<file path="config.mk">
export PLATFORM = sky130hd
export DESIGN_NAME = vga_sync_decoder
export DESIGN_NICKNAME = d
export VERILOG_FILES = /design/src/rtl/vga_pkg.sv /design/src/rtl/vga_sync_edge.sv /design/src/rtl/vga_sync_decoder.sv
export SDC_FILE = /design/constraint.sdc
export NUM_CORES = 1
export LEC_CHECK = 0
export CAP_MARGIN = 25
export CORE_ASPECT_RATIO = 1.2
export CORE_MARGIN = 5
export CORE_UTILIZATION = 49
export CTS_CLUSTER_DIAMETER = 40
export CTS_CLUSTER_SIZE = 8
export DETAILED_ROUTE_END_ITERATION = 16
export GPL_ROUTABILITY_DRIVEN = 0
export GPL_TIMING_DRIVEN = 0
export PLACE_DENSITY = 0.79
export SYNTH_ARGS = -nofsm -noshare
export SYNTH_HDL_FRONTEND = slang
export SYNTH_SLANG_ARGS = --single-unit
</file>
<file path="constraint.sdc">
create_clock -name clk -period 2.75 [get_ports clk]
set_input_delay 0.6875 -clock clk [delete_from_list [all_inputs] [get_ports clk]]
set_output_delay 0.6875 -clock clk [all_outputs]
set_load 0.005 [all_outputs]
</file>
<file path="src/rtl/vga_pkg.sv">
// Shared VGA timing package: nominal 640x480@60 constants,
// expected sync-edge positions and the decoder lock-state enum.
package vga_pkg;

    localparam int VGA_H_VISIBLE = 640;
    localparam int VGA_H_FP      = 16;
    localparam int VGA_H_SYNC    = 96;
    localparam int VGA_H_BP      = 48;
    localparam int VGA_H_TOTAL   = VGA_H_VISIBLE + VGA_H_FP
                                 + VGA_H_SYNC + VGA_H_BP;

    localparam int VGA_V_VISIBLE = 480;
    localparam int VGA_V_FP      = 10;
    localparam int VGA_V_SYNC    = 2;
    localparam int VGA_V_BP      = 33;
    localparam int VGA_V_TOTAL   = VGA_V_VISIBLE + VGA_V_FP
                                 + VGA_V_SYNC + VGA_V_BP;

    // Counter positions at which the falling sync edges are expected.
    localparam int VGA_H_EDGE    = VGA_H_VISIBLE + VGA_H_FP;
    localparam int VGA_V_EDGE    = VGA_V_VISIBLE + VGA_V_FP;

    localparam int VGA_LOCK_FRAMES = 2;

    typedef enum logic [1:0] {
        SEARCH = 2'd0,
        TRACK  = 2'd1,
        LOCKED = 2'd2
    } lock_state_t;

endpackage

</file>
<file path="src/rtl/vga_sync_edge.sv">
// Two-flop sync sampler with falling-edge pulse.
// Ports: clk, rst (sync, active high), sync (raw input), fall (edge pulse).
module vga_sync_edge (
    input  logic clk,
    input  logic rst,
    input  logic sync,
    output logic fall
);

    logic s1;
    logic s2;

    // Reset to the idle (high) level so leaving reset cannot fake an edge.
    always_ff @(posedge clk) begin
        if (rst) begin
            s1 <= 1'b1;
            s2 <= 1'b1;
        end else begin
            s1 <= sync;
            s2 <= s1;
        end
    end

    assign fall = s2 & ~s1;

endmodule

</file>
<file path="src/rtl/vga_sync_decoder.sv">
// Recovers raster position from active-low hsync/vsync, checks sync
// timing, tracks lock. Ports: clk, rst, hsync, vsync in; locked, px_x,
// px_y, visible, frame_start, h_err, v_err, err_count out (all registered).
module vga_sync_decoder
    import vga_pkg::*;
#(
    parameter int H_VISIBLE   = VGA_H_VISIBLE,
    parameter int H_FP        = VGA_H_FP,
    parameter int H_SYNC      = VGA_H_SYNC,
    parameter int H_BP        = VGA_H_BP,
    parameter int V_VISIBLE   = VGA_V_VISIBLE,
    parameter int V_FP        = VGA_V_FP,
    parameter int V_SYNC      = VGA_V_SYNC,
    parameter int V_BP        = VGA_V_BP,
    parameter int LOCK_FRAMES = VGA_LOCK_FRAMES
) (
    input  logic       clk,
    input  logic       rst,
    input  logic       hsync,
    input  logic       vsync,
    output logic       locked,
    output logic [9:0] px_x,
    output logic [8:0] px_y,
    output logic       visible,
    output logic       frame_start,
    output logic       h_err,
    output logic       v_err,
    output logic [7:0] err_count
);

    localparam int H_TOT    = H_VISIBLE + H_FP + H_SYNC + H_BP;
    localparam int V_TOT    = V_VISIBLE + V_FP + V_SYNC + V_BP;
    localparam int H_EDGE   = H_VISIBLE + H_FP;
    localparam int V_EDGE   = V_VISIBLE + V_FP;
    localparam int TO_LIMIT = 2 * H_TOT;

    logic        h_fall;
    logic        v_fall;
    logic [9:0]  hcnt;
    logic [9:0]  vcnt;
    logic [11:0] to_cnt;

    logic        h_at_end;
    logic        v_at_end;
    logic        h_wrap;
    logic        h_err_d;
    logic        v_err_d;
    logic        any_err;
    logic        timeout;
    logic [8:0]  err_sum;

    lock_state_t state;
    logic [7:0]  good;
    logic        err_seen;

    vga_sync_edge u_h_edge (
        .clk  (clk),
        .rst  (rst),
        .sync (hsync),
        .fall (h_fall)
    );

    vga_sync_edge u_v_edge (
        .clk  (clk),
        .rst  (rst),
        .sync (vsync),
        .fall (v_fall)
    );

    // An hsync edge reloads hcnt, so the line only wraps naturally
    // when no edge is seen on the last count.
    assign h_at_end = (hcnt == 10'(H_TOT - 1));
    assign v_at_end = (vcnt == 10'(V_TOT - 1));
    assign h_wrap   = h_at_end & ~h_fall;

    assign h_err_d  = h_fall & (hcnt != 10'(H_EDGE));
    assign v_err_d  = v_fall & ((vcnt != 10'(V_EDGE)) | (hcnt != 10'd0));
    assign any_err  = h_err_d | v_err_d;

    assign timeout  = ~h_fall & (to_cnt == 12'(TO_LIMIT - 1));

    assign err_sum  = {1'b0, err_count} + 9'(h_err_d) + 9'(v_err_d);

    // Raster counters; hcnt tracks the sample currently in s1.
    always_ff @(posedge clk) begin
        if (rst) begin
            hcnt   <= '0;
            vcnt   <= '0;
            to_cnt <= '0;
        end else begin
            if (h_fall) begin
                hcnt <= 10'(H_EDGE + 1);
            end else if (h_at_end) begin
                hcnt <= '0;
            end else begin
                hcnt <= hcnt + 10'd1;
            end

            if (v_fall) begin
                vcnt <= h_wrap ? 10'(V_EDGE + 1) : 10'(V_EDGE);
            end else if (h_wrap) begin
                vcnt <= v_at_end ? 10'd0 : vcnt + 10'd1;
            end

            if (h_fall || timeout) begin
                to_cnt <= '0;
            end else begin
                to_cnt <= to_cnt + 12'd1;
            end
        end
    end

    // Lock tracking. err_seen remembers an error inside the current
    // frame so the closing vsync edge does not count it as clean.
    always_ff @(posedge clk) begin
        if (rst) begin
            state    <= SEARCH;
            good     <= '0;
            err_seen <= 1'b0;
            locked   <= 1'b0;
        end else if (timeout) begin
            state    <= SEARCH;
            good     <= '0;
            err_seen <= 1'b0;
            locked   <= 1'b0;
        end else begin
            unique case (state)
                SEARCH: begin
                    if (v_fall) begin
                        state    <= TRACK;
                        good     <= '0;
                        err_seen <= 1'b0;
                    end
                end
                TRACK: begin
                    if (v_fall) begin
                        err_seen <= 1'b0;
                        if (any_err || err_seen) begin
                            good <= '0;
                        end else if (good + 8'd1 >= 8'(LOCK_FRAMES)) begin
                            state  <= LOCKED;
                            locked <= 1'b1;
                            good   <= '0;
                        end else begin
                            good <= good + 8'd1;
                        end
                    end else if (any_err) begin
                        good     <= '0;
                        err_seen <= 1'b1;
                    end
                end
                LOCKED: begin
                    if (any_err) begin
                        state    <= TRACK;
                        locked   <= 1'b0;
                        good     <= '0;
                        err_seen <= ~v_fall;
                    end
                end
                default: begin
                    state    <= SEARCH;
                    good     <= '0;
                    err_seen <= 1'b0;
                    locked   <= 1'b0;
                end
            endcase
        end
    end

    // Registered outputs derived from the recovered counters.
    always_ff @(posedge clk) begin
        if (rst) begin
            px_x        <= '0;
            px_y        <= '0;
            visible     <= 1'b0;
            frame_start <= 1'b0;
            h_err       <= 1'b0;
            v_err       <= 1'b0;
            err_count   <= '0;
        end else begin
            px_x        <= (hcnt < 10'(H_VISIBLE)) ? hcnt : 10'd0;
            px_y        <= (vcnt < 10'(V_VISIBLE)) ? vcnt[9:1] : 9'd0;
            visible     <= locked
                         & (hcnt < 10'(H_VISIBLE))
                         & (vcnt < 10'(V_VISIBLE));
            frame_start <= locked & (hcnt == 10'd0) & (vcnt == 10'd0);
            h_err       <= h_err_d;
            v_err       <= v_err_d;
            err_count   <= err_sum[8] ? 8'hFF : err_sum[7:0];
        end
    end

endmodule

</file>
# Word level (Yosys, flattened, before mapping)

Cells that the tools add are included.

Equal/unequal tests: 13
Order comparisons: 3
Muxes and demuxes: 29
Reduce and logical (&&, ||, !) cells: 15
Add/subtract/negate cells: 6
Bitwise logic cells: 19

Operators by type and width:

| cell                    | count |
|---|---|
| $mux W10                | 5 |
| $mux W8                 | 6 |
| $pmux W8 S3             | 1 |
| $add A10 B1 Y10 const B | 2 |
| $eq A10 B10 Y1 const B  | 2 |
| $logic_not A10 Y1       | 2 |
| $add A12 B1 Y12 const B | 1 |
| $eq A12 B11 Y1 const B  | 1 |
| $and A1 B1 Y1           | 10 |
| $lt A10 B10 Y1 const B  | 1 |
| $lt A10 B9 Y1 const B   | 1 |
| $mux W2                 | 5 |
| $ne A10 B10 Y1 const B  | 1 |
| $ne A10 B9 Y1 const B   | 1 |
| $ne A2 B2 Y1 const B    | 5 |
| $reduce_and A5 Y1       | 2 |
| $reduce_bool A10 Y1     | 1 |
| $add A8 B1 Y9           | 1 |
| $add A9 B1 Y9           | 1 |
| $mux W1                 | 9 |
| $add A8 B1 Y8 const B   | 1 |
| $ge A8 B2 Y1 const B    | 1 |
| $reduce_or A2 Y1        | 4 |
| $not A1 Y1              | 7 |
| 11 further kinds        | 14 |

Output and inout bits: 32
Input port bits: 4
Logic and storage cells: 104
Register bits: 79

# Longest topological paths before layout

Gate-level depths: netlist of the first run.

Depth in word-level cells: 8
Gate-level depth with buffers: 12
Mapped depth without buffers: 12

# By module

From an unflattened synthesis of the first run, not the netlist that was laid out.

Cell total of the unflattened synthesis: 375
Area total of the unflattened synthesis: 3,465.8 um^2

By module, submodules not included:

| module           | sequential area each (um^2) | cells each | times used | area an instance (um^2) |
|---|---|---|---|---|
| vga_sync_decoder | 1,501.4                     | 365        | 1          | 3,343.2 |
| vga_sync_edge    | 40.0                        | 5          | 2          | 61.3 |

# Least setup slack after synthesis of the first run

Ideal clock, no wire load.

Kind: register -> register
Start: register hcnt[0]
End: register err_count[7]
Setup time: 128 ps
Path buffers: 0
Arrival time: 2,856 ps
Data required time: 2,622 ps
Clock period less this slack: 2,984 ps
Path slack: -234 ps
Cell stages (with the launch flop): 13
Cell sequence: dfxtp_1 -> inv_1 -> ha_1 -> nor4b_2 -> or4b_4 -> o21ai_4 -> fa_1 -> inv_1 -> ha_1 -> and4_1 -> or4b_2 -> o21ai_0 -> nor2_1

Cells in the longest elaborated chain, start to end: 5
Elaborated cells between the ends (all ways): 8
Classes of those cells: add/sub (2); eq/ne (1); mux (1); bitwise (3); reduce/logical (1)

RTL lines:

| what                                                         | line                                           | RTL |
|---|---|---|
| from (decl)                                                  | vga_sync_decoder.sv:39                         | `logic [9:0] hcnt;` |
| from (signal assigned)                                       | vga_sync_decoder.sv:92                         | `hcnt <= 10'(H_EDGE + 1);` |
| from (signal assigned)                                       | vga_sync_decoder.sv:96                         | `hcnt <= hcnt + 10'd1;` |
| $ne A10 B10 Y1 / $reduce_bool A10 Y1 (equally long branches) | vga_sync_decoder.sv:76, vga_sync_decoder.sv:77 |  |
| $and A1 B1 Y1 / $or A1 B1 Y1 (equally long branches)         | vga_sync_decoder.sv:76, vga_sync_decoder.sv:77 |  |
| $add A8 B1 Y9 / $and A1 B1 Y1 (equally long branches)        | vga_sync_decoder.sv:82, vga_sync_decoder.sv:77 |  |
| $add A9 B1 Y9 (*)                                            | vga_sync_decoder.sv:82                         | `assign err_sum = {1'b0, err_count} + 9'(h_err_d) + 9'(v_err_d);` |
| $mux W8 (*)                                                  | vga_sync_decoder.sv:189                        | `err_count <= err_sum[8] ? 8'hFF : err_sum[7:0];` |
| to (signal assigned)                                         | vga_sync_decoder.sv:189                        |  |
| to (decl)                                                    | vga_sync_decoder.sv:28                         | `output logic [7:0] err_count` |

Every way passes the cells marked *; elsewhere a longest branch is shown, timed or not.
A chain may end at the register's enable or synchronous reset.

# Worst setup path after layout of the first run

Start: register hcnt[1]
End: register err_count[7]

The elaborated chain is that of the path after synthesis.

==> summary.txt, run 1 <==
Synth
  • Post-synth top area cell: dfxtp_1
  • Most used DFF post-synth: dfxtp_1
  • Synthesized instance count: 379
  • Post-synth cell types: 54
  • Syn Nets: roughly 400
  • Flops & latches, synth: 79
  • Mapped Avg Cell Area: ~9.0 um2
  • Synth area leaders: dfxtp_1 (46%), nor2_1 (5.6%), ha_1 (4.7%), a21oi_1 (3.4%), and2_1 (2.9%)
  • Post-synth ARST share: 0%
  • Area fraction of the dominant cell type after synthesis: between 40% and 50%
  • Register area share after synthesis: a little under half
  • Mapped Area: roughly 0.0034 mm2
  • Number of synthesized flops with an enable pin: 0
  • Synth Warn #: 0

Timing
  • Slew HR: roughly 50%
  • Final Max Slew Viols: 0
  • Worst Skew: between 0.01 and 0.015 ns
  • Final TNS setup: -0.07937 ns
  • Endpoints failing hold: 0
  • Minimum clock period after layout: 2.829 ns
  • Hold Slack: roughly 0.43 ns
  • Fmax: about 0.35 GHz
  • Transition time of the tightest slew-check pin: 0.7296 ns
  • Setup violations, final: 1
  • Unrepaired setup endpoints after global routing: true
  • Final setup margin: -0.07937 ns
  • Tcrit/Tclk final: 102.9%

Floorplan
  • # IOs: 36
  • Die height: between 100 and 150 um
  • Die X: about 86 um
  • Full die area: about 0.0088 mm2
  • Area of the core: 0.006813 mm2
  • Row cnt: 33
  • Initial Util: between 50 and 60%

Critical path
  • CP startpoint: hcnt[1]
  • Worst EP arrival: slightly above 3 ns
  • Critical path buffers and inverters: 2
  • CP Max Fanout: 4
  • Critical Path RT: just under 3 ns
  • CP delay by family, top: simple AND/OR/NAND/NOR gates
  • Worst r2r path cells: 12
  • Reg2reg start: hcnt[1]
  • Cells along the critical path: inv_2 > ha_4 > nor4b_4 > or4b_4 > o21ai_4 > fa_2 > inv_2 > ha_4 > and4_4 > or4b_4 > o21ai_2 > nor2_1
  • Critical path's slowest cell: or4b_4
  • Worst R2R Setup Slack: -0.08 ns
  • Worst Setup End Kind: flop
  • Max incr delay on CP: around 0.53 ns
  • Startpoint class of the critical path: flop
  • WS Path Type: reg -> reg
  • Reg-to-Reg End: err_count[7]

Routing
  • Drt wl/cell: between 10 and 15 um
  • Via count: approximately 2,800
  • Drt pass-1 iters: 4
  • DR DRC count: 0
  • Post-route ant nets: 0
  • Routed vias/inst: between 5 and 6
  • Routed WL: between 6000 and 7000 um
  • First DRT Iteration DRCs: between 100 and 150

CTS
  • Clock Latency Late Sink: ~0.34 ns
  • Clock-pin slew on the worst setup and hold paths: approximately 0.08 ns
  • Cts hold-fix bufs: 0
  • CTS tree: done
  • Clk Tree Root Cell: clkbuf_8
  • CTS buffer count: 9
  • Clock Tree Buf Depth: 2
  • Clock sinks: 79
  • H-tree lvl count: 3

Placed design
  • IO Port Bufs: 35
  • Placed Instances: 501
  • Post-DP HPWL: approximately 4900 um

Min path
  • Sink of the worst hold path: u_h_edge.s2
  • Hold path depth: 1
  • Min-delay src: u_h_edge.s1
  • Worst hold-check path type: reg -> reg

Status
  • Status: finished, violations left
  • Violated checks: negative setup slack

GRT
  • Vias in the first global route: 2,704
  • GRT Total Usage: between 15 and 20%
  • First-pass GRT wire length: between 10,000 and 15,000 um
  • GR Overflow Total: 0
  • Initial antenna violation count: 0
  • Largest net degree at the start of global routing: 14

Pwr
  • Peak VDD IR: 0.2748 mV
  • Total power: approximately 2500 uW
  • PwrDens: approximately 590 mW/mm2
  • Leakage: 0.001560 uW

Final layout
  • Fin cells: about 520
  • N_diodes: 0
  • Nets: between 400 and 500
  • Layout area overhead: 22.51%
  • Layout cell share with drive strength beyond 1: a little over an eighth

Job
  • Max Cap Viol: 0
layout make-up:
class,instances,area (um2)
Buffer,14,71.32
Clock buffer,11,131.4
Clock inverter,5,58.81
Fill cell,583,2618
Inverter,14,52.55
Multi-Input combinational cell,270,1770
Sequential cell,79,1584
Tap cell,87,108.9
Timing Repair Buffer,44,417.9
registers in the layout, indices dropped and copies added (netlist names), 2 cells and up:
signal and cells:
px_y 9, vcnt 10, err_count 8, good 8, state 2, px_x 10
to_cnt 12, hcnt 10
cells by family after synthesis:
kind of cell / Yosys count / synth area share, %
and+or+nand+nor: 171 / 27.55
xor gates and xnor gates: 20 / 5.115
adders and majority gates: 14 / 5.334
AOI/OAI and AO/OA: 62 / 11.29
muxes: 2 / 0.5846
buffers and inverters: 30 / 3.836
other: 1 / 0.1095
DFF: 79 / 46.18
report_power, final:
part,switching (uW),internal [uW]
registers,48.0,1200
logic,208,201
clock network,408,420
through the flow:
| step | area (um2) | util [%] | setup slack, ns |
|---|---|---|---|
| 2_1_floorplan | 3460 | - | 0.02498 |
| 3_3_place_gp | 3919 | 57.52 | -0.1706 |
| 3_5_place_dp | 3919 | 57.52 | -0.2236 |
| 4_1_cts | 4172 | 61.23 | -0.07221 |
| 5_1_grt | 4195 | 61.58 | -0.1635 |
| 6_report | 4195 | 61.58 | -0.07937 |
per-layer routing:
layer  share of wire [%]  vias up  global-route usage [%]  wire length, um
met3                 5.2       14                   4.068              360
met1                  43     1319                   18.71             2975
met2                  50       71                   29.44             3508
met4                 1.7        0                   7.314              115
met5                   0        -                       0                0
li1                    -     1415                       -                -
layout by cell type, fill, tap and decap left out, types with 3 or more instances in the layout:
master,synthesis,final
and3_1,9,9
a21oi_1,23,23
clkbuf_1,11,11
and2_1,16,16
nor3b_1,3,3
nand2_1,18,18
xor2_1,11,11
a31oi_1,5,5
inv_1,14,11
ha_1,13,11
nor2b_1,10,10
inv_2,0,3
nor3_1,9,8
nor2_1,51,51
o21ai_0,17,16
and4_1,4,3
nor4_1,5,5
or2_2,7,7
clkdlybuf4s50_1,0,35
buf_4,2,11
clkbuf_8,0,9
nand2b_1,6,6
xnor2_1,9,9
dfxtp_1,79,77
nand4_1,8,8
nand3_1,9,9
Yosys cell counts, types with 10 or more instances:
master,n
nor2b_1,10
xor2_1,11
nand2_1,18
ha_1,13
inv_1,14
dfxtp_1,79
o21ai_0,17
clkbuf_1,11
a21oi_1,23
nor2_1,51
and2_1,16
worst max-delay path by stage:
| stage | end | slack (ns) | cells after the start |
|---|---|---|---|
| detailed placement | err_count[7] | -0.22 | 12 |
| CTS | err_count[7] | -0.07 | 12 |
| global placement | err_count[7] | -0.17 | 12 |
| global route | err_count[7] | -0.16 | 12 |
| floorplan | err_count[7] | 0.02 | 12 |
| finish | err_count[7] | -0.08 | 12 |
timing repair:
item | CTS | global route
pin swaps | 3 | 0
setup endpoints to repair | 3 | 3
buffers inserted | 6 | 3
gates resized for setup | 4 | 1
(Power assumes the default switching activity.)
==> run 2, diff against run 1 <==
--- a/config.mk
+++ b/config.mk
@@ -5,16 +5,15 @@
 export SDC_FILE = /design/constraint.sdc
 export NUM_CORES = 1
 export LEC_CHECK = 0
-export CAP_MARGIN = 25
 export CORE_ASPECT_RATIO = 1.2
 export CORE_MARGIN = 5
-export CORE_UTILIZATION = 49
+export CORE_UTILIZATION = 50
 export CTS_CLUSTER_DIAMETER = 40
 export CTS_CLUSTER_SIZE = 8
 export DETAILED_ROUTE_END_ITERATION = 16
 export GPL_ROUTABILITY_DRIVEN = 0
 export GPL_TIMING_DRIVEN = 0
-export PLACE_DENSITY = 0.79
+export PLACE_DENSITY = 0.81
 export SYNTH_ARGS = -nofsm -noshare
 export SYNTH_HDL_FRONTEND = slang
 export SYNTH_SLANG_ARGS = --single-unit
==> run 2 against run 1 <==
Compared with the run above: the run still ends with negative setup slack left; sequential cell count did not move; hold slack improved by 0.0090 ns; clock skew down 0.00053 ns; final area increased by 0.72%; critical endpoint unchanged.
==> summary.txt, run 2 (synthesized netlist as in run 1, its figures left out) <==
Pwr
  • Leakage: approximately 0.0016 uW
  • Peak VDD IR: between 0.3 and 0.4 mV
  • PwrDens: 596.3 mW/mm2
  • Total power: between 2000 and 3000 uW

Routing
  • Via count: between 2,000 and 3,000
  • Routed vias/inst: approximately 5.5
  • DR DRC count: 0
  • Routed WL: approximately 7300 um
  • Post-route ant nets: 0
  • Drt pass-1 iters: 4
  • Drt wl/cell: ~14 um
  • First DRT Iteration DRCs: approximately 120

Placed design
  • Placed Instances: 501
  • IO Port Bufs: 35
  • Post-DP HPWL: roughly 5000 um
  • Area after DPL: between 0.003 and 0.004 mm2

Floorplan
  • Full die area: ~0.0086 mm2
  • Row cnt: 33
  • Area of the core: 0.006771 mm2
  • # IOs: 36
  • Die X: around 86 um
  • Die height: about 100 um
  • Initial Util: between 50 and 60%

Final layout
  • Post-route design area: ~0.0042 mm2
  • Area of the multi-input gates: around 0.0018 mm2
  • Most common cell after layout, fill and taps aside: dfxtp_1
  • FF/Latch Area: 0.001588 mm2
  • N_diodes: 0
  • Layout cell share with drive strength beyond 1: ~15%
  • Max reg flops: 12
  • Nets: between 400 and 500
  • Largest Register: to_cnt
  • Fin cells: 525
  • Layout area overhead: 23.38%
  • Most frequent cells in the layout: dfxtp_1 (76), nor2_1 (51), clkdlybuf4s50_1 (35)
  • Fill cells: between 500 and 600

GRT
  • GR Overflow Total: 0
  • Vias in the first global route: approximately 2,800
  • Initial antenna violation count: 0
  • GRT Total Usage: roughly 18%
  • Largest net degree at the start of global routing: 14
  • First-pass GRT wire length: 12,320 um

Critical path
  • Cells along the critical path: inv_4 > ha_4 > nor4b_4 > or4b_4 > o21ai_4 > fa_2 > inv_2 > ha_4 > and4_4 > or4b_4 > o21ai_2 > nor2_1
  • CP delay by family, top: simple AND/OR/NAND/NOR gates
  • Worst EP arrival: between 3 and 4 ns
  • Startpoint class of the critical path: flop
  • Critical Path RT: approximately 3.0 ns
  • WS Path Type: reg -> reg
  • Critical path buffers and inverters: 2
  • CP Max Fanout: 3
  • Worst Setup End Kind: flop
  • Critical path's slowest cell: or4b_4
  • Max incr delay on CP: between 0.5 and 0.6 ns
  • Worst r2r path cells: 12
  • CP Depth: 12

Job
  • Max Cap Viol: 0

Min path
  • Hold path depth: 1
  • Worst hold-check path type: reg -> reg

CTS
  • Clk Tree Root Cell: clkbuf_8
  • CTS buffer count: 9
  • H-tree lvl count: 3
  • Clock-pin slew on the worst setup and hold paths: around 0.080 ns
  • Clock Latency Late Sink: 0.35 ns
  • CTS tree: done
  • Clock Tree Buf Depth: 2
  • Cts hold-fix bufs: 0
  • Clock sinks: around 80

Timing
  • Tcrit/Tclk final: 102.6%
  • Final TNS setup: -0.07734 ns
  • Unrepaired setup endpoints after global routing: true
  • Final setup margin: -0.07102 ns
  • Slew HR: around 54%
  • Worst Skew: between 0.009 and 0.01 ns
  • Minimum clock period after layout: approximately 2.8 ns
  • Final Max Slew Viols: 0
  • Setup violations, final: 2
  • Endpoints failing hold: 0
  • Fmax: between 0.3 and 0.4 GHz
  • Transition time of the tightest slew-check pin: roughly 0.7 ns

Status
  • Violated checks: negative setup slack
  • Status: finished, violations left
==> run 2: changes by cell type in the layout (fill, tap and decap cells not counted), sizes merged <==
cell and change:
clkinv +1, clkbuf -1, buf +1
==> run 2: layer usage <==
layer	vias to the layer above	GRT usage (%)	share of wire [%]
met5	-	0	0
met4	0	10.96	2.6
met3	16	4.170	4.2
met2	66	30.56	52
met1	1375	19.51	41
li1	1420	-	-
==> run 2: timing repair <==
action,4_1_cts,5_1_grt
pin swaps,2,2
resized for setup,5,8
buffers inserted,8,2
setup endpoints to repair,7,3
==> run 2: metrics by stage <==
| stage | worst slack, ns | utilization [%] | hold slack (ns) |
|---|---|---|---|
| global route | -0.1503 | 62.40 | 0.4590 |
| CTS | -0.04766 | 61.90 | 0.4379 |
| global placement | -0.1732 | 57.87 | 0.4132 |
| detailed placement | -0.1940 | 57.87 | 0.4200 |
| floorplan | 0.02498 | - | 0.4046 |
| finish | -0.07102 | 62.40 | 0.4416 |
==> run 2: final cells by class <==
cell class	count	area share, %
buffer	14	1.688
clock buffer	10	3.257
sequential	79	37.58
tap	87	2.576
inverter	14	1.303
timing repair buffer	45	10.16
multi-input combinational	270	42.02
clock inverter	6	1.421
==> run 2: power by group <==
part	switching (uW)	internal, uW
combinational	217	200
clock	417	439
sequential	48.0	1200
==> run 2: path summary, 6_finish.rpt <==
check,start,endpoint,slack [ns]
max,hcnt[0],err_count[7],-0.07
min,u_h_edge.s1,u_h_edge.s2,0.44
max reg2reg,hcnt[0],err_count[7],-0.07
min reg2reg,u_h_edge.s1,u_h_edge.s2,0.44
==> run 3, diff against run 2 <==
--- a/config.mk
+++ b/config.mk
@@ -9,7 +9,6 @@
 export CORE_MARGIN = 5
 export CORE_UTILIZATION = 50
 export CTS_CLUSTER_DIAMETER = 40
-export CTS_CLUSTER_SIZE = 8
 export DETAILED_ROUTE_END_ITERATION = 16
 export GPL_ROUTABILITY_DRIVEN = 0
 export GPL_TIMING_DRIVEN = 0
==> results of run 3 <==
Final layout, timing and power as in run 2 (identical DEF).
